==> src/rtl/urv_div_seq_pkg.sv <==
// Shared constants for the RV32M divide/remainder unit: funct3 codes and the
// writeback-mux source select for divider results.
package urv_div_seq_pkg;

  localparam int DIV_XLEN = 32;

  localparam logic [2:0] FUNC_DIV  = 3'b100;
  localparam logic [2:0] FUNC_DIVU = 3'b101;
  localparam logic [2:0] FUNC_REM  = 3'b110;
  localparam logic [2:0] FUNC_REMU = 3'b111;

  // Writeback mux select for the divider result
  localparam logic [2:0] RD_SOURCE_DIVIDE = 3'b011;

endpackage

==> src/rtl/urv_div_seq.sv <==
// Iterative radix-2 restoring divider for RV32M DIV/DIVU/REM/REMU.
// Operates on magnitudes, fixes signs on the way out; one quotient bit per clock.
module urv_div_seq
  import urv_div_seq_pkg::*;
#(
  parameter int XLEN = DIV_XLEN
) (
  input  logic            clk_i,
  input  logic            rst_n_i,
  input  logic            x_kill_i,
  input  logic            x_start_i,
  input  logic [2:0]      x_fun_i,
  input  logic [XLEN-1:0] x_rs1_i,
  input  logic [XLEN-1:0] x_rs2_i,
  output logic            x_stall_req_o,
  output logic            x_busy_o,
  output logic            w_done_o,
  output logic [XLEN-1:0] w_result_o
);

  localparam int CW = $clog2(XLEN);

  typedef enum logic [1:0] {S_IDLE, S_ITER, S_DONE} state_t;

  state_t          r_state;
  logic [CW-1:0]   r_count;
  logic [XLEN-1:0] r_rem, r_quo, r_b;
  logic            r_q_neg, r_r_neg, r_want_rem;
  logic            r_done;
  logic [XLEN-1:0] r_result;

  function automatic logic [XLEN-1:0] f_neg(input logic [XLEN-1:0] v);
    return ~v + 1'b1;
  endfunction

  logic            w_signed, w_rem_op, w_start;
  logic [XLEN-1:0] w_a, w_b;
  logic [XLEN:0]   w_shift, w_trial;
  logic [XLEN-1:0] w_rem_nxt, w_quo_nxt, w_res;

  assign w_signed = (x_fun_i == FUNC_DIV) || (x_fun_i == FUNC_REM);
  assign w_rem_op = (x_fun_i == FUNC_REM) || (x_fun_i == FUNC_REMU);
  assign w_start  = x_start_i && !x_kill_i;
  assign w_a      = (w_signed && x_rs1_i[XLEN-1]) ? f_neg(x_rs1_i) : x_rs1_i;
  assign w_b      = (w_signed && x_rs2_i[XLEN-1]) ? f_neg(x_rs2_i) : x_rs2_i;

  // Partial remainder is always < 2^k before step k+1, so XLEN+1 bits never overflow
  assign w_shift   = {r_rem, r_quo[XLEN-1]};
  assign w_trial   = w_shift - {1'b0, r_b};
  assign w_rem_nxt = w_trial[XLEN] ? w_shift[XLEN-1:0] : w_trial[XLEN-1:0];
  assign w_quo_nxt = {r_quo[XLEN-2:0], ~w_trial[XLEN]};
  assign w_res     = r_want_rem ? (r_r_neg ? f_neg(w_rem_nxt) : w_rem_nxt)
                                : (r_q_neg ? f_neg(w_quo_nxt) : w_quo_nxt);

  always_ff @(posedge clk_i or negedge rst_n_i) begin
    if (!rst_n_i) begin
      r_state    <= S_IDLE;
      r_count    <= '0;
      r_rem      <= '0;
      r_quo      <= '0;
      r_b        <= '0;
      r_q_neg    <= 1'b0;
      r_r_neg    <= 1'b0;
      r_want_rem <= 1'b0;
      r_done     <= 1'b0;
      r_result   <= '0;
    end else begin
      r_done <= 1'b0;
      if (x_kill_i) begin
        r_state <= S_IDLE;
      end else begin
        case (r_state)
          S_IDLE: if (x_start_i) begin
            r_state    <= S_ITER;
            r_count    <= '0;
            r_rem      <= '0;
            r_quo      <= w_a;
            r_b        <= w_b;
            r_want_rem <= w_rem_op;
            r_q_neg    <= w_signed && (x_rs1_i[XLEN-1] ^ x_rs2_i[XLEN-1]) && (x_rs2_i != '0);
            r_r_neg    <= w_signed && x_rs1_i[XLEN-1];
          end
          S_ITER: begin
            r_rem   <= w_rem_nxt;
            r_quo   <= w_quo_nxt;
            r_count <= r_count + 1'b1;
            if (r_count == CW'(XLEN-1)) begin
              r_state  <= S_DONE;
              r_done   <= 1'b1;
              r_result <= w_res;
            end
          end
          S_DONE:  r_state <= S_IDLE;
          default: r_state <= S_IDLE;
        endcase
      end
    end
  end

  assign x_stall_req_o = ((r_state == S_IDLE) && w_start) || (r_state == S_ITER);
  assign x_busy_o      = (r_state != S_IDLE);
  assign w_done_o      = r_done;
  assign w_result_o    = r_result;

endmodule

==> config.mk <==
export PLATFORM = sky130hd
export DESIGN_NAME = urv_div_seq
export DESIGN_NICKNAME = d
export VERILOG_FILES = /design/src/rtl/urv_div_seq_pkg.sv /design/src/rtl/urv_div_seq.sv
export SDC_FILE = /design/constraint.sdc
export NUM_CORES = 1
export LEC_CHECK = 0
export ABC_AREA = 1
export BUFFER_PORTS_ARGS = -buffer_cell sky130_fd_sc_hd__buf_2
export CORE_ASPECT_RATIO = 1.75
export CORE_MARGIN = 3
export CORE_UTILIZATION = 40
export CTS_CLUSTER_SIZE = 30
export DETAILED_ROUTE_END_ITERATION = 6
export REMOVE_ABC_BUFFERS = 1
export SLEW_MARGIN = 20
export SYNTH_ARGS = -nofsm -noshare
export SYNTH_HDL_FRONTEND = slang
export SYNTH_SLANG_ARGS = --single-unit
==> constraint.sdc <==
create_clock -name clk_i -period 4.2 [get_ports clk_i]
set_input_delay 0.21 -clock clk_i [delete_from_list [all_inputs] [get_ports clk_i]]
set_output_delay 0.21 -clock clk_i [all_outputs]
set_load 0.1 [all_outputs]
# Word level (Yosys, flattened, before mapping)
# Cells that the tools add are included.
[op_classes]
addsub = 6
n_eq_ne = 8
n_mux = 19
n_bitwise = 7
n_reduce_logical = 18
[ops]
columns = ["cell", "n"]
rows = [
  ["32-bit 2-to-1 mux", 8],
  ["32-bit by 1-bit adder with 32-bit output, second input constant", 4],
  ["32-bit inverter", 4],
  ["32-bit case mux with 2 select lines", 2],
  ["33-bit by 32-bit subtractor with 33-bit output", 1],
  ["32-bit nonzero test", 1],
  ["5-bit case mux with 2 select lines", 1],
  ["3-bit == test, second input constant", 3],
  ["3-bit AND reduction", 3],
  ["1-bit logical AND", 6],
  ["2-bit 2-to-1 mux", 3],
  ["3-bit inequality test, second input constant", 2],
  ["5-bit by 1-bit adder with 5-bit output, second input constant", 1],
  ["5-bit == test, second input constant", 1],
  ["5-bit 2-to-1 mux", 1],
  ["2-bit case mux with 2 select lines", 1],
  ["2-bit nonzero test", 2],
  ["1-bit logical OR", 3],
  ["1-bit 2-to-1 mux", 3],
  ["2-bit by 1-bit == test with 1-bit output, second input constant", 1],
  ["2-bit zero test", 1],
  ["2-bit inequality test, second input constant", 1],
  ["1-bit inverter", 2],
  ["2-bit AND reduction", 1],
  ["other kinds (2)", 2],
]
[totals]
out_inout_bits = 35
inputBits = 71
regBits = 139

# Logic depth before layout (Yosys ltp)
# Gate-level depths: netlist (run 1).
[depth]
depth_word = 6
depth_mapped = 30
ltp_nobuf = 29

# Worst setup path before layout (run 1)
# No wires, ideal clock.
[synth_timing]
kind = "reg-to-reg"
start = "register r_quo[31]"
end = "register r_result[24], in the netlist w_result_o[24]"
path_stages_with_launch = 30
arrival_ns = 3.795
path_slack_ns = 0.282
path_cell_list = "dfrtp_1 > inv_1 > ha_1 > inv_1 > fa_1 > nand2_1 > nand2_1 > nand3_1 > nand2_1 > nand2_1 > nand2_2 > nand2_2 > nand3_2 > nand2_4 > buf_2 > ha_1 > inv_1 > nor3_1 > nand3_1 > nor3_1 > nand3_1 > nor2_1 > nand2_1 > nor4_1 > or2_2 > o21ai_0 > a21oi_1 > nor2_1 > o21ai_0 > nand2_1"
[synth_via]
elab_chain_cells = 6
elab_cells_between_ends = 10
cone_classes = "3 x add/sub; 4 x mux; 3 x bitwise"
[synth_rtl]
columns = ["element", "line", "source"]
rows = [
  ["start: declaration", "urv_div_seq.sv:27", "logic [XLEN-1:0] r_rem, r_quo, r_b;"],
  ["start signal: assignment", "urv_div_seq.sv:77", "r_quo <= w_a;"],
  ["start signal: assignment", "urv_div_seq.sv:85", "r_quo <= w_quo_nxt;"],
  ["33-bit by 32-bit subtractor with 33-bit output", "urv_div_seq.sv:49", "assign w_trial = w_shift - {1'b0, r_b};"],
  ["32-bit 2-to-1 mux / 1-bit inverter (equally long branches)", "urv_div_seq.sv:50, urv_div_seq.sv:51", ""],
  ["32-bit inverter", "urv_div_seq.sv:33", "return ~v + 1'b1;"],
  ["32-bit by 1-bit adder with 32-bit output", "urv_div_seq.sv:33", ""],
  ["32-bit 2-to-1 mux, on equally long branches", "urv_div_seq.sv:52, urv_div_seq.sv:53", ""],
  ["32-bit 2-to-1 mux (*)", "urv_div_seq.sv:52", "assign w_res = r_want_rem ? (r_r_neg ? f_neg(w_rem_nxt) : w_rem_nxt)"],
  ["end signal: assignment", "urv_div_seq.sv:90", "r_result <= w_res;"],
  ["end: declaration", "urv_div_seq.sv:30", "logic [XLEN-1:0] r_result;"],
]
# Every way passes the cells marked *; elsewhere a longest branch is shown, timed or not.
# A chain may end at the register's enable or synchronous reset.

# Worst setup path after layout (run 1)
[layout_timing]
start = "register r_rem[26]"
end = "register r_result[30], in the netlist w_result_o[30]"
[layout_via]
elab_chain_cells = 6
elab_cells_between_ends = 10
cone_classes = "3 x add/sub; 4 x mux; 3 x bitwise"
[layout_rtl]
columns = ["element", "line", "source"]
rows = [
  ["start: declaration", "urv_div_seq.sv:27", ""],
  ["start signal: assignment", "urv_div_seq.sv:84", "r_rem <= w_rem_nxt;"],
  ["33-bit by 32-bit subtractor with 33-bit output", "urv_div_seq.sv:49", ""],
  ["32-bit 2-to-1 mux / 1-bit inverter (equally long branches)", "urv_div_seq.sv:50, urv_div_seq.sv:51", ""],
  ["32-bit inverter", "urv_div_seq.sv:33", ""],
  ["32-bit by 1-bit adder with 32-bit output", "urv_div_seq.sv:33", ""],
  ["32-bit 2-to-1 mux, on equally long branches", "urv_div_seq.sv:52, urv_div_seq.sv:53", ""],
  ["32-bit 2-to-1 mux (*)", "urv_div_seq.sv:52", ""],
]
# Marks and branches as above.

==> impl_metrics.prom, run 1 <==
# TYPE chip_impl_metric gauge
chip_impl_info{name="worstSetupEndpointType",value="register"} 1
chip_impl_metric{name="timing.final.max_slew_violations",unit=""} 0
chip_impl_metric{name="final.period_utilization",unit="%"} 92.44
chip_impl_metric{name="synthArstFlopShare",unit="%"} 100.0
chip_impl_metric{name="register_area",unit="mm^2"} 0.003478
chip_impl_info{name="reg2reg_to",value="w_result_o[30]"} 1
chip_impl_metric{name="whs_path_depth",unit=""} 4
chip_impl_metric{name="area_growth_synth_to_finish",unit="%"} 14.58
chip_impl_metric{name="gr-total-overflow",unit=""} 0
chip_impl_metric{name="avgRoutedWirePerCell",unit="um"} 16.79
chip_impl_info{name="status",value="complete, no violations"} 1
chip_impl_metric{name="fmax",unit="MHz"} 257.6
chip_impl_metric{name="synth-compound-area-share",unit="%"} 17.86
chip_impl_info{name="synth_top_flop_cell",value="dfrtp_1"} 1
chip_impl_info{name="ys_top_cells_by_count",value="465 x nand2_1, 254 x inv_1, 193 x nor2_1"} 1
chip_impl_metric{name="first_global_vias",unit=""} 11940
chip_impl_metric{name="clkSinkCount",unit=""} 139
chip_impl_metric{name="postSynthAreaPerCell",unit="um^2"} 6.358
chip_impl_metric{name="die_boundary_height",unit="um"} 231.9
chip_impl_metric{name="cts.htree.levels",unit=""} 4
chip_impl_metric{name="buffers_inserted_by_post_cts_timing_repair",unit=""} 0
chip_impl_metric{name="timing.reg2reg.worst_path_depth",unit=""} 25
chip_impl_metric{name="place.detailed.hpwl",unit="um"} 30960
chip_impl_metric{name="ys.warnings.count",unit=""} 0
chip_impl_metric{name="placed_instances",unit=""} 2293
chip_impl_metric{name="nets",unit=""} 2047
chip_impl_metric{name="cp_data_arrival_time",unit="ns"} 4.22
chip_impl_metric{name="placement.setup.worst_slack",unit="ns"} -0.04835
chip_impl_metric{name="setup_viol",unit=""} 0
chip_impl_info{name="largest_family_of_logic_cells_by_synthesized_area",value="simple AND/OR/NAND/NOR gates"} 1
chip_impl_metric{name="p_leak",unit="nW"} 6.863
chip_impl_metric{name="worst_ep_required_time",unit="ns"} 4.54
chip_impl_metric{name="sequential_area_share_after_synthesis",unit="%"} 29.83
chip_impl_metric{name="detailed_route_wire_length",unit="um"} 39070
chip_impl_metric{name="multi_input_combinational_cell_area",unit="mm^2"} 0.007039
chip_impl_info{name="cell_type_with_the_highest_aggregate_area_in_the_netlist",value="dfrtp_1"} 1
chip_impl_metric{name="synth_xor_xnor_area_share",unit="%"} 4.056
chip_impl_info{name="holdCritStartpoint",value="x_rs2_i[8]"} 1
chip_impl_metric{name="vias",unit=""} 12070
chip_impl_metric{name="via_per_inst",unit=""} 5.186
chip_impl_info{name="setup.worst_path.class",value="register to register"} 1
chip_impl_metric{name="insertion_delay",unit="ns"} 0.45
chip_impl_metric{name="synth.ff_latch_count",unit=""} 139
chip_impl_metric{name="initial_utilization",unit="%"} 40.59
chip_impl_metric{name="fill_cells",unit=""} 3076
chip_impl_info{name="clock-root-buffer",value="clkbuf_16"} 1
chip_impl_metric{name="post_synthesis_share_of_cell_area_spent_on_full_adders_half_adders_and_majority_gates",unit="%"} 4.249
chip_impl_metric{name="cts_buffers",unit=""} 17
chip_impl_info{name="crit-reg2reg-launch",value="r_rem[26]"} 1
chip_impl_metric{name="drive_above_1_share",unit="%"} 12.52
chip_impl_info{name="synth_area_leaders",value="dfrtp_1 30%, nand2_1 15%, inv_1 8.2%, o21ai_0 7.1%, nor2_1 6.2%"} 1
chip_impl_metric{name="drc",unit=""} 0
chip_impl_metric{name="synth_top_area_share",unit="%"} 29.83
chip_impl_metric{name="io_buffer_count",unit=""} 105
chip_impl_metric{name="layoutNonFillerInstCount",unit=""} 2327
chip_impl_metric{name="wire_length_of_the_first_global_routing_pass",unit="um"} 62030
chip_impl_metric{name="yosysUniqueCellTypes",unit=""} 45
chip_impl_metric{name="grt_util_all_layers",unit="%"} 25.25
chip_impl_metric{name="dr.first_iter.drc_count",unit=""} 590
chip_impl_metric{name="muxShareOfSynthArea",unit="%"} 0
chip_impl_metric{name="largest_net_degree_at_the_start_of_global_routing",unit=""} 65
chip_impl_metric{name="slew_headroom",unit="%"} 27.78
chip_impl_metric{name="timing.max_cap.violations",unit=""} 0
chip_impl_metric{name="worst-slew-pin-transition",unit="ns"} 1.082
chip_impl_metric{name="n_antenna_cell",unit=""} 0
chip_impl_metric{name="design.die.area",unit="mm^2"} 0.03132
chip_impl_metric{name="width_of_the_die",unit="um"} 135.1
chip_impl_info{name="worst_setup_path_start_kind",value="register"} 1
chip_impl_metric{name="finalHoldWorstSlack",unit="ns"} 0.07498
chip_impl_info{name="most_instantiated_library_cell_after_synthesis",value="nand2_1"} 1
chip_impl_metric{name="gp_congestion",unit=""} 0.9929
chip_impl_metric{name="fin_crit",unit="ns"} 3.883
chip_impl_metric{name="timing_hold_violations_final",unit=""} 0
chip_impl_metric{name="grt_antenna_before_repair",unit=""} 0
chip_impl_info{name="whs_endpoint",value="r_b[8]"} 1
chip_impl_metric{name="clk_path_buf_depth",unit=""} 2
chip_impl_metric{name="crit_path_max_fanout",unit=""} 5
chip_impl_metric{name="clk_transition_reported_paths",unit="ns"} 0.06
chip_impl_metric{name="vdd_drop_max",unit="uV"} 474.5
chip_impl_metric{name="syn-instance-count",unit=""} 1834
chip_impl_info{name="min_path_type",value="primary input to register"} 1
chip_impl_metric{name="final.setup_skew",unit="ns"} 0.009106
chip_impl_info{name="grt_setup_unrepaired",value="false"} 1
chip_impl_metric{name="syn-cell-area",unit="mm^2"} 0.01166
chip_impl_metric{name="io_pins",unit=""} 106
chip_impl_metric{name="worst-r2r-setup-slack",unit="ns"} 0.32
chip_impl_info{name="worstSetupStartpoint",value="r_rem[26]"} 1
chip_impl_info{name="cts_tree",value="yes"} 1
chip_impl_metric{name="ant_nets",unit=""} 0
chip_impl_metric{name="synthSimpleGateAreaFrac",unit="%"} 33.51
chip_impl_metric{name="row_count",unit=""} 82
chip_impl_metric{name="finalWorstSetupSlack",unit="ns"} 0.3174
chip_impl_metric{name="placeableCoreArea",unit="mm^2"} 0.02873
chip_impl_metric{name="synth_edf_count",unit=""} 0
chip_impl_metric{name="detailed_router_iteration_count_before_antenna_repair",unit=""} 5
chip_impl_metric{name="pwr_per_cell_area",unit="mW/mm^2"} 739.9
[registers in the layout, summed over array words and instances, names as in the netlist]
register and flops:
r_b 32, r_r_neg 1, r_quo 32, w_result_o 32
r_rem 32, r_count 5, w_done_o 1, r_state 2
r_q_neg 1, r_want_rem 1
[worst max path at each step]
stage / endpoint / slack (ns) / cells past startpoint
floorplan: w_result_o[24] / 0.26 / 28
global placement: w_result_o[24] / 0.06 / 28
detailed placement: w_result_o[24] / -0.05 / 28
CTS: w_result_o[30] / 0.03 / 28
global route: w_result_o[26] / 0.004 / 27
finish: w_result_o[30] / 0.32 / 25
[final cells by class]
cell class | instances | share of cell area (%)
well taps | 378 | 3.540
multi-input cells | 1379 | 52.69
clock buffers | 22 | 3.549
inverters | 259 | 7.277
repair buffers | 141 | 6.059
clock inverters | 9 | 0.8522
flip-flops and latches | 139 | 26.03
[where the power goes]
| group | internal [mW] | switching, mW | total [mW] |
|---|---|---|---|
| Clock | 0.919 | 0.632 | 1.55 |
| Sequential | 1.61 | 0.243 | 1.85 |
| Combinational | 2.05 | 4.43 | 6.48 |
[worst max-delay path, cell delays in order (launching register included)]
cell and delay [ns]:
dfrtp_1 0.40, ha_1 0.38, nand2_2 0.10, nor2_2 0.14, inv_2 0.06, nor3_4 0.19, and2_1 0.19, nand2_2 0.09
nand2_2 0.11, nand2_4 0.08, nand2_4 0.07, ha_1 0.16, inv_1 0.08, nor3_4 0.15, nand3_2 0.14, nor3_4 0.20
nand3_2 0.14, nor2_4 0.15, nand2_2 0.10, buf_4 0.16, nor2_2 0.12, a41oi_1 0.13, o21ai_0 0.18, a21oi_1 0.07
nor2_1 0.10, a21oi_1 0.07
[metal layers]
layer	vias up	GRT usage, %	share of wire (%)
met4	0	12.23	4.7
met2	214	48.25	54
met5	-	0	0
met1	5602	26.54	39
li1	6178	-	-
met3	73	3.664	2.7
[placed cells by master, fill, tap and decap left out, types with 3 or more instances in the layout]
| cell | n |
|---|---|
| o21ai_1 | 8 |
| nor2_1 | 190 |
| or2_2 | 7 |
| nor3_1 | 32 |
| a21oi_1 | 126 |
| xor2_1 | 30 |
| nand3_2 | 7 |
| clkinvlp_4 | 3 |
| buf_2 | 104 |
| a21o_1 | 3 |
| inv_2 | 5 |
| nand2_2 | 31 |
| nand4_1 | 26 |
| dlygate4sd3_1 | 3 |
| a31oi_1 | 15 |
| xnor2_1 | 24 |
| o21ai_0 | 165 |
| clkbuf_16 | 17 |
| ha_1 | 38 |
| nor3_4 | 3 |
| dfrtp_1 | 139 |
| o211ai_1 | 22 |
| nand2_1 | 463 |
| buf_4 | 33 |
| o31ai_1 | 3 |
| inv_1 | 252 |
| nor2_4 | 3 |
| o21bai_1 | 3 |
| nand3_1 | 106 |
| nand2_4 | 7 |
| nand3b_1 | 7 |
| nor2_2 | 8 |
| clkbuf_8 | 3 |
| o22ai_1 | 27 |
| nor4_1 | 9 |
| and2_1 | 3 |
[cell families (layout without fill, tap and decap cells)]
kind of cell | after synthesis | after routing
buffers and inverters | 316 | 431
DFF | 139 | 139
AOI/OAI and AO/OA | 382 | 382
adders and majority gates | 39 | 39
and+or+nand+nor | 904 | 904
xor gates and xnor gates | 54 | 54
[through the flow]
| step | total power, mW | instance area (um^2) | setup TNS (ns) | utilization, % |
|---|---|---|---|---|
| 3_5_place_dp | 8.239 | 12680 | -0.05270 | 44.13 |
| 4_1_cts | 9.849 | 13300 | 0 | 46.30 |
| 5_1_grt | 10.84 | 13360 | 0 | 46.51 |
| 3_3_place_gp | 8.209 | 12680 | 0 | 44.13 |
| 2_1_floorplan | 6.452 | 11410 | 0 | - |
| 6_report | 9.886 | 13360 | 0 | 46.51 |
[what timing repair did]
| item | in CTS | in global routing |
|---|---|---|
| hold buffers | 3 | 0 |
| pin swaps | 0 | 4 |
| resized for setup | 1 | 14 |
| setup endpoints to repair | 2 | 8 |
| hold endpoints to repair | 63 | 0 |
(Power assumes the default switching activity.)
==> run 2: changes to the inputs <==
--- a/config.mk
+++ b/config.mk
@@ -10,6 +10,7 @@
 export CORE_ASPECT_RATIO = 1.75
 export CORE_MARGIN = 3
 export CORE_UTILIZATION = 40
+export CTS_BUF_LIST = sky130_fd_sc_hd__clkbuf_4
 export CTS_CLUSTER_SIZE = 30
 export DETAILED_ROUTE_END_ITERATION = 6
 export REMOVE_ABC_BUFFERS = 1
==> run 2 against run 1 <==
Maximum frequency is 0.71% lower. Largest power group unchanged. Sequential power hardly changed. Highest routed layer unchanged. Combinational power is 0.8% higher. Final area is 2.4% higher. Die area stayed put. Critical path depth is 1 lower. Final cell count is 2.7% higher. Global-route usage is 0.097 points higher. Power is 6.1% lower. Via count is 1.8% higher.
==> impl_metrics.prom, run 2 (synthesized netlist as in run 1, its figures left out) <==
# TYPE chip_impl_metric gauge
chip_impl_metric{name="placed_instances",unit=""} 2293
chip_impl_metric{name="timing.reg2reg.worst_path_depth",unit=""} 24
chip_impl_metric{name="dr.first_iter.drc_count",unit=""} 625
chip_impl_metric{name="fin_area",unit="mm^2"} 0.01368
chip_impl_metric{name="place.detailed.hpwl",unit="um"} 30960
chip_impl_info{name="cts_tree",value="yes"} 1
chip_impl_info{name="worstSetupEndpointType",value="register"} 1
chip_impl_metric{name="avgRoutedWirePerCell",unit="um"} 16.43
chip_impl_metric{name="first_global_vias",unit=""} 12200
chip_impl_metric{name="timing.final.max_slew_violations",unit=""} 0
chip_impl_metric{name="initial_utilization",unit="%"} 40.59
chip_impl_metric{name="placement.setup.worst_slack",unit="ns"} -0.04835
chip_impl_metric{name="layoutNonFillerInstCount",unit=""} 2390
chip_impl_metric{name="via_per_inst",unit=""} 5.139
chip_impl_metric{name="worst-r2r-setup-slack",unit="ns"} 0.29
chip_impl_info{name="clock-root-buffer",value="clkbuf_4"} 1
chip_impl_metric{name="cts_buffers",unit=""} 17
chip_impl_metric{name="placement.cell_area",unit="mm^2"} 0.01268
chip_impl_metric{name="width_of_the_die",unit="um"} 135.1
chip_impl_metric{name="nets",unit=""} 2109
chip_impl_info{name="reg2reg_to",value="w_result_o[20]"} 1
chip_impl_metric{name="wire_length_of_the_first_global_routing_pass",unit="um"} 62480
chip_impl_info{name="setup.worst_path.class",value="register to register"} 1
chip_impl_metric{name="grt_util_all_layers",unit="%"} 25.34
chip_impl_info{name="crit_path_top_delay_cell",value="dfrtp_1"} 1
chip_impl_metric{name="clk_transition_reported_paths",unit="ns"} 0.13
chip_impl_info{name="layout_commonest_cell",value="nand2_1"} 1
chip_impl_info{name="crit-reg2reg-launch",value="r_rem[26]"} 1
chip_impl_metric{name="drc",unit=""} 0
chip_impl_metric{name="gp_congestion",unit=""} 0.9929
chip_impl_metric{name="placeableCoreArea",unit="mm^2"} 0.02873
chip_impl_metric{name="fmax",unit="MHz"} 255.7
chip_impl_metric{name="clkSinkCount",unit=""} 139
chip_impl_metric{name="timing_hold_violations_final",unit=""} 0
chip_impl_metric{name="finalWorstSetupSlack",unit="ns"} 0.2895
chip_impl_metric{name="cp_data_arrival_time",unit="ns"} 4.46
chip_impl_metric{name="vdd_drop_max",unit="uV"} 285.7
chip_impl_metric{name="die_boundary_height",unit="um"} 231.9
chip_impl_metric{name="slowest_delay",unit="ns"} 0.43
chip_impl_metric{name="worst-slew-pin-transition",unit="ns"} 1.113
chip_impl_metric{name="gr-total-overflow",unit=""} 0
chip_impl_metric{name="p_leak",unit="nW"} 6.992
chip_impl_info{name="most-common-layout-cells",value="463 x nand2_1, 252 x inv_1, 189 x nor2_1, 165 x o21ai_0, 139 x dfrtp_1"} 1
chip_impl_info{name="status",value="complete, no violations"} 1
chip_impl_metric{name="clk_path_buf_depth",unit=""} 2
chip_impl_metric{name="final.setup_skew",unit="ns"} 0.01589
chip_impl_metric{name="timing.max_cap.violations",unit=""} 0
chip_impl_metric{name="slew_headroom",unit="%"} 25.74
chip_impl_metric{name="setup_viol",unit=""} 0
chip_impl_info{name="worstSetupEndpoint",value="w_result_o[20]"} 1
chip_impl_metric{name="crit_path_max_fanout",unit=""} 5
chip_impl_metric{name="io_pins",unit=""} 106
chip_impl_info{name="min_path_type",value="primary input to register"} 1
chip_impl_info{name="worst_setup_path_start_kind",value="register"} 1
chip_impl_metric{name="buffers_inserted_by_post_cts_timing_repair",unit=""} 0
chip_impl_metric{name="detailed_router_iteration_count_before_antenna_repair",unit=""} 7
chip_impl_metric{name="largest_net_degree_at_the_start_of_global_routing",unit=""} 65
chip_impl_metric{name="row_count",unit=""} 82
chip_impl_metric{name="pwr_per_cell_area",unit="mW/mm^2"} 678.3
chip_impl_metric{name="final.period_utilization",unit="%"} 93.11
chip_impl_metric{name="drive_above_1_share",unit="%"} 12.28
chip_impl_metric{name="fin_crit",unit="ns"} 3.910
chip_impl_metric{name="ant_nets",unit=""} 0
chip_impl_metric{name="io_buffer_count",unit=""} 105
chip_impl_metric{name="area_growth_synth_to_finish",unit="%"} 17.35
chip_impl_metric{name="detailed_route_wire_length",unit="um"} 39270
chip_impl_info{name="timing.critical_path.cells",value="ha_2, nand2_2, nor2_2, inv_2, nor3_4, and2_4, nand2_4, nand2_2, nand2_4, nand2_4, ha_1, inv_1, nor3_4, nand3_2, nor3_4, nand3_2, nor2_4, nand2_2, buf_4, o21ai_0, o21ai_0, a21oi_1, nor2_1, a21oi_1"} 1
chip_impl_info{name="worstSetupStartpoint",value="r_rem[26]"} 1
chip_impl_metric{name="fill_cells",unit=""} 3062
chip_impl_metric{name="design.die.area",unit="mm^2"} 0.03132
chip_impl_metric{name="vias",unit=""} 12280
chip_impl_metric{name="grt_antenna_before_repair",unit=""} 1
chip_impl_metric{name="worst_ep_required_time",unit="ns"} 4.75
chip_impl_metric{name="cts.htree.levels",unit=""} 4
chip_impl_metric{name="insertion_delay",unit="ns"} 0.62
chip_impl_info{name="grt_setup_unrepaired",value="false"} 1
## run 2: report_power, final
group / internal [mW] / leakage (nW) / switching (mW)
clock network: 0.358 / 0.138 / 0.541
registers: 1.61 / 1.81 / 0.242
logic: 2.09 / 5.04 / 4.44
## run 2: metrics by stage
step                      utilization (%)  setup TNS, ns  hold WS [ns]  power [mW]
after detailed placement            44.13       -0.05270        0.2488       8.239
after CTS                           47.35              0      0.001134       9.239
after floorplan                         -              0      -0.08559       6.452
final                               47.63              0       0.05120       9.281
after global placement              44.13              0        0.2493       8.209
after global routing                47.63              0       0.04241       10.24
## run 2: how the worst min path moves through the flow
stage                     cells after the start   endpoint        start  slack, ns
after CTS                                     5  r_quo[27]  x_rs1_i[27]      0.001
after floorplan                               0     r_b[0]      rst_n_i      -0.09
after global routing                          4    r_q_neg  x_rs1_i[31]       0.04
after detailed placement                      1    r_b[29]      rst_n_i       0.25
after global placement                        1    r_b[29]      rst_n_i       0.25
final                                         5  r_quo[27]  x_rs1_i[27]       0.05
## run 2: area by class of cell
class	instances	area (um^2)	share of cell area, %
diodes	1	2.502	0.01829
clock buffers	19	142.6	1.042
flip-flops and latches	139	3478	25.42
well taps	378	473.0	3.456
multi-input cells	1379	7059	51.59
clock inverters	12	125.1	0.9144
repair buffers	203	1430	10.45
inverters	259	972.2	7.105
## run 2: worst max-delay path: cells and delay by family (launching register included)
family / cells / cell delay [ns]
fa+ha+maj: 2 / 0.54
simple gates: 15 / 1.93
buf+inv: 3 / 0.30
flops: 1 / 0.43
compound gates: 4 / 0.62
## run 2: metal layers
metal | wire length [um] | vias to the layer above | global-route usage, %
li1 | - | 6313 | -
met1 | 15310 | 5702 | 26.72
met2 | 21450 | 196 | 49.06
met3 | 782 | 72 | 3.274
met4 | 1731 | 0 | 11.41
met5 | 0 | - | 0
## run 2: timing repair
item,in CTS,in global routing
gates resized for setup,1,20
pin swaps,0,5
endpoints found under the hold margin,126,0
hold buffers,65,0
endpoints found under the setup margin,2,8
==> run 3: changes to the inputs <==
--- a/config.mk
+++ b/config.mk
@@ -13,6 +13,8 @@
 export CTS_BUF_LIST = sky130_fd_sc_hd__clkbuf_4
 export CTS_CLUSTER_SIZE = 30
 export DETAILED_ROUTE_END_ITERATION = 6
+export GPL_TIMING_DRIVEN = 0
+export PLACE_DENSITY = 0.65
 export REMOVE_ABC_BUFFERS = 1
 export SLEW_MARGIN = 20
 export SYNTH_ARGS = -nofsm -noshare
==> run 3 against run 2 <==
Utilization is 0.87 points higher. Largest power group unchanged. Maximum frequency is 0.76% lower. Critical path depth stayed put. Count of clock-buffer cells in the layout stayed put. Clock power is 5.1% higher.
==> impl_metrics.prom, run 3 (synthesized netlist as in run 1, its figures left out) <==
# TYPE chip_impl_metric gauge
chip_impl_metric{name="pwr_per_cell_area",unit="mW/mm^2"} 684.8
chip_impl_info{name="crit_path_top_delay_cell",value="dfrtp_1"} 1
chip_impl_metric{name="power.share.combinational",unit="%"} 70.2
chip_impl_metric{name="row_count",unit=""} 82
chip_impl_metric{name="vdd_drop_max",unit="uV"} 292.8
chip_impl_metric{name="placement.setup.worst_slack",unit="ns"} -1.074
chip_impl_metric{name="wire_length_of_the_first_global_routing_pass",unit="um"} 62200
chip_impl_metric{name="slew_headroom",unit="%"} 26.94
chip_impl_metric{name="worst-r2r-setup-slack",unit="ns"} 0.26
chip_impl_metric{name="power_switching_share",unit="%"} 55.92
chip_impl_metric{name="final.setup_skew",unit="ns"} 0.02064
chip_impl_info{name="setup.worst_path.class",value="register to register"} 1
chip_impl_metric{name="multi_input_combinational_cell_area",unit="mm^2"} 0.007328
chip_impl_info{name="crit-reg2reg-launch",value="r_quo[31]"} 1
chip_impl_metric{name="timing.max_cap.violations",unit=""} 0
chip_impl_metric{name="place.detailed.hpwl",unit="um"} 30250
chip_impl_info{name="layout_commonest_cell",value="nand2_1"} 1
chip_impl_info{name="holdCritStartpoint",value="x_rs1_i[0]"} 1
chip_impl_metric{name="design.die.area",unit="mm^2"} 0.03132
chip_impl_metric{name="initial_utilization",unit="%"} 40.59
chip_impl_metric{name="dr.first_iter.drc_count",unit=""} 686
chip_impl_metric{name="gp_congestion",unit=""} 0.9355
chip_impl_metric{name="whs_path_depth",unit=""} 5
chip_impl_metric{name="grt_antenna_before_repair",unit=""} 1
chip_impl_metric{name="cts.htree.levels",unit=""} 4
chip_impl_metric{name="worst-slew-pin-transition",unit="ns"} 1.095
chip_impl_metric{name="finalWorstSetupSlack",unit="ns"} 0.2595
chip_impl_metric{name="via_per_inst",unit=""} 5.163
chip_impl_metric{name="vias",unit=""} 12260
chip_impl_metric{name="avgRoutedWirePerCell",unit="um"} 16.40
chip_impl_metric{name="worst_ep_required_time",unit="ns"} 4.75
chip_impl_metric{name="width_of_the_die",unit="um"} 135.1
chip_impl_metric{name="fmax",unit="MHz"} 253.8
chip_impl_metric{name="proportion_of_power_drawn_by_the_clock_network",unit="%"} 9.9
chip_impl_metric{name="fill_cells",unit=""} 3050
chip_impl_metric{name="clk_path_buf_depth",unit=""} 2
chip_impl_metric{name="timing.final.max_slew_violations",unit=""} 0
chip_impl_metric{name="clk_transition_reported_paths",unit="ns"} 0.13
chip_impl_info{name="clock-root-buffer",value="clkbuf_4"} 1
chip_impl_info{name="most-common-layout-cells",value="460 x nand2_1, 250 x inv_1, 188 x nor2_1, 163 x o21ai_0, 137 x dfrtp_1"} 1
chip_impl_metric{name="clkSinkCount",unit=""} 139
chip_impl_info{name="critical-path-top-delay-family",value="simple AND/OR/NAND/NOR gates"} 1
chip_impl_info{name="worstSetupStartpoint",value="r_quo[31]"} 1
chip_impl_metric{name="p_int",unit="mW"} 4.206
chip_impl_info{name="status",value="complete, no violations"} 1
chip_impl_metric{name="nets",unit=""} 2093
chip_impl_info{name="reg2reg_to",value="w_result_o[31]"} 1
chip_impl_metric{name="critPathBufInv",unit=""} 3
chip_impl_metric{name="power.sequential.fraction",unit="%"} 19.9
chip_impl_metric{name="fin_crit",unit="ns"} 3.941
chip_impl_metric{name="crit_path_max_fanout",unit=""} 35
chip_impl_metric{name="slowest_delay",unit="ns"} 0.39
chip_impl_metric{name="largest_net_degree_at_the_start_of_global_routing",unit=""} 81
chip_impl_info{name="timing.critical_path.cells",value="inv_2, ha_2, inv_2, fa_2, nand2_1, nand2_2, nand3_2, nand2_2, nand2_2, nand2_2, nand2_4, buf_4, nand3_2, nand2_8, nand2_1, o21ai_1, nand2_1, nor2_1, nand2_1, o21ai_1, nand2_1, nand2_1, nand3_1, a21oi_1"} 1
chip_impl_info{name="crit_path_frequent_cell",value="nand2_1"} 1
chip_impl_metric{name="fin_total_pwr",unit="mW"} 9.542
chip_impl_metric{name="grt_util_all_layers",unit="%"} 25.19
chip_impl_info{name="worst_setup_path_start_kind",value="register"} 1
chip_impl_info{name="min_path_type",value="primary input to register"} 1
chip_impl_metric{name="p_leak",unit="nW"} 6.963
chip_impl_metric{name="ant_nets",unit=""} 0
chip_impl_metric{name="power_switching",unit="mW"} 5.336
chip_impl_info{name="cts_tree",value="yes"} 1
chip_impl_info{name="whs_endpoint",value="r_quo[0]"} 1
chip_impl_metric{name="setup-tns-final",unit="ns"} 0
chip_impl_metric{name="final.period_utilization",unit="%"} 93.82
chip_impl_metric{name="die_boundary_height",unit="um"} 231.9
chip_impl_metric{name="drc",unit=""} 0
chip_impl_metric{name="io_buffer_count",unit=""} 105
chip_impl_metric{name="register_area",unit="mm^2"} 0.003481
chip_impl_metric{name="placeableCoreArea",unit="mm^2"} 0.02873
chip_impl_metric{name="finish.utilization",unit="%"} 48.50
chip_impl_metric{name="detailed_route_wire_length",unit="um"} 38950
chip_impl_metric{name="timing.reg2reg.worst_path_depth",unit=""} 24
chip_impl_metric{name="gr-total-overflow",unit=""} 0
chip_impl_metric{name="setup_viol",unit=""} 0
chip_impl_metric{name="detailed_router_iteration_count_before_antenna_repair",unit=""} 6
chip_impl_metric{name="drive_above_1_share",unit="%"} 12.98
chip_impl_metric{name="insertion_delay",unit="ns"} 0.62
chip_impl_info{name="worstSetupEndpointType",value="register"} 1
chip_impl_metric{name="cts_buffers",unit=""} 17
chip_impl_metric{name="cp_data_arrival_time",unit="ns"} 4.49
chip_impl_metric{name="area_growth_synth_to_finish",unit="%"} 19.50
chip_impl_metric{name="io_pins",unit=""} 106
chip_impl_metric{name="timing_hold_violations_final",unit=""} 0
chip_impl_metric{name="first_global_vias",unit=""} 12210
-- run 3: cell count changes in the layout (fill, tap and decap cells not counted), sizes merged --
cell	previous run	this run
clkinvlp	3	2
inv	258	257
dlygate4sd3	65	63
clkinv	8	10
bufinv	2	3
nand2	501	502
buf	138	123
-- run 3: metrics by stage --
step	hold slack, ns	area (um^2)	cells
floorplan	-0.08559	11410	1777
global placement	0.4669	12410	2260
detailed placement	0.2446	12570	2266
CTS	0.01345	13700	2372
global route	0.01218	13930	2375
finish	0.04044	13930	2375
-- run 3: cell type report --
type / instances / share of cell area [%]
Multi-Input combinational cell: 1380 / 52.60
Clock buffer: 19 / 1.024
Antenna cell: 1 / 0.01796
Sequential cell: 139 / 24.98
Inverter: 259 / 7.004
Timing Repair Buffer: 186 / 9.896
Tap cell: 378 / 3.394
Clock inverter: 13 / 1.087
-- run 3: worst reg2reg max path, stage by stage, from the launching register on --
cell and delay, ns:
dfrtp_1 0.39, inv_2 0.09, ha_2 0.18, inv_2 0.05, fa_2 0.34, nand2_1 0.09
nand2_2 0.08, nand3_2 0.09, nand2_2 0.09, nand2_2 0.08, nand2_2 0.07, nand2_4 0.11
buf_4 0.12, nand3_2 0.22, nand2_8 0.34, nand2_1 0.10, o21ai_1 0.24, nand2_1 0.19
nor2_1 0.21, nand2_1 0.10, o21ai_1 0.20, nand2_1 0.08, nand2_1 0.06, nand3_1 0.20
a21oi_1 0.19
-- run 3: worst max path at each step --
stage | to | cells after the start | slack, ns
after global placement | x_stall_req_o | 6 | -1.66
after detailed placement | w_result_o[24] | 28 | -1.07
after global routing | w_result_o[30] | 27 | -0.007
after CTS | w_result_o[24] | 25 | 0.006
after floorplan | w_result_o[24] | 28 | 0.26
final | w_result_o[31] | 24 | 0.26
-- run 3: routing by layer --
layer	track usage, %	share of wire (%)	up-vias
met5	0	0	-
met4	13.02	5.2	0
li1	-	-	6291
met1	26.29	37	5614
met3	3.382	2.9	101
met2	48.14	55	257
-- run 3: timing repair --
item | 4_1_cts | 5_1_grt
hold buffers | 63 | 0
cloned | 1 | 0
setup endpoints to repair | 10 | 12
hold endpoints to repair | 141 | 0
pin swaps | 10 | 10
gates resized for setup | 24 | 26
buffers inserted | 10 | 2
-- run 3: power by group through the flow --
stage | Clock [mW] | Combinational [mW] | Sequential, mW
finish | 0.945 | 6.70 | 1.90
global route | 1.02 | 7.49 | 1.94
global placement | 0 | 6.18 | 1.89
CTS | 0.974 | 6.50 | 1.87
detailed placement | 0 | 6.26 | 1.88
floorplan | 0 | 4.64 | 1.81
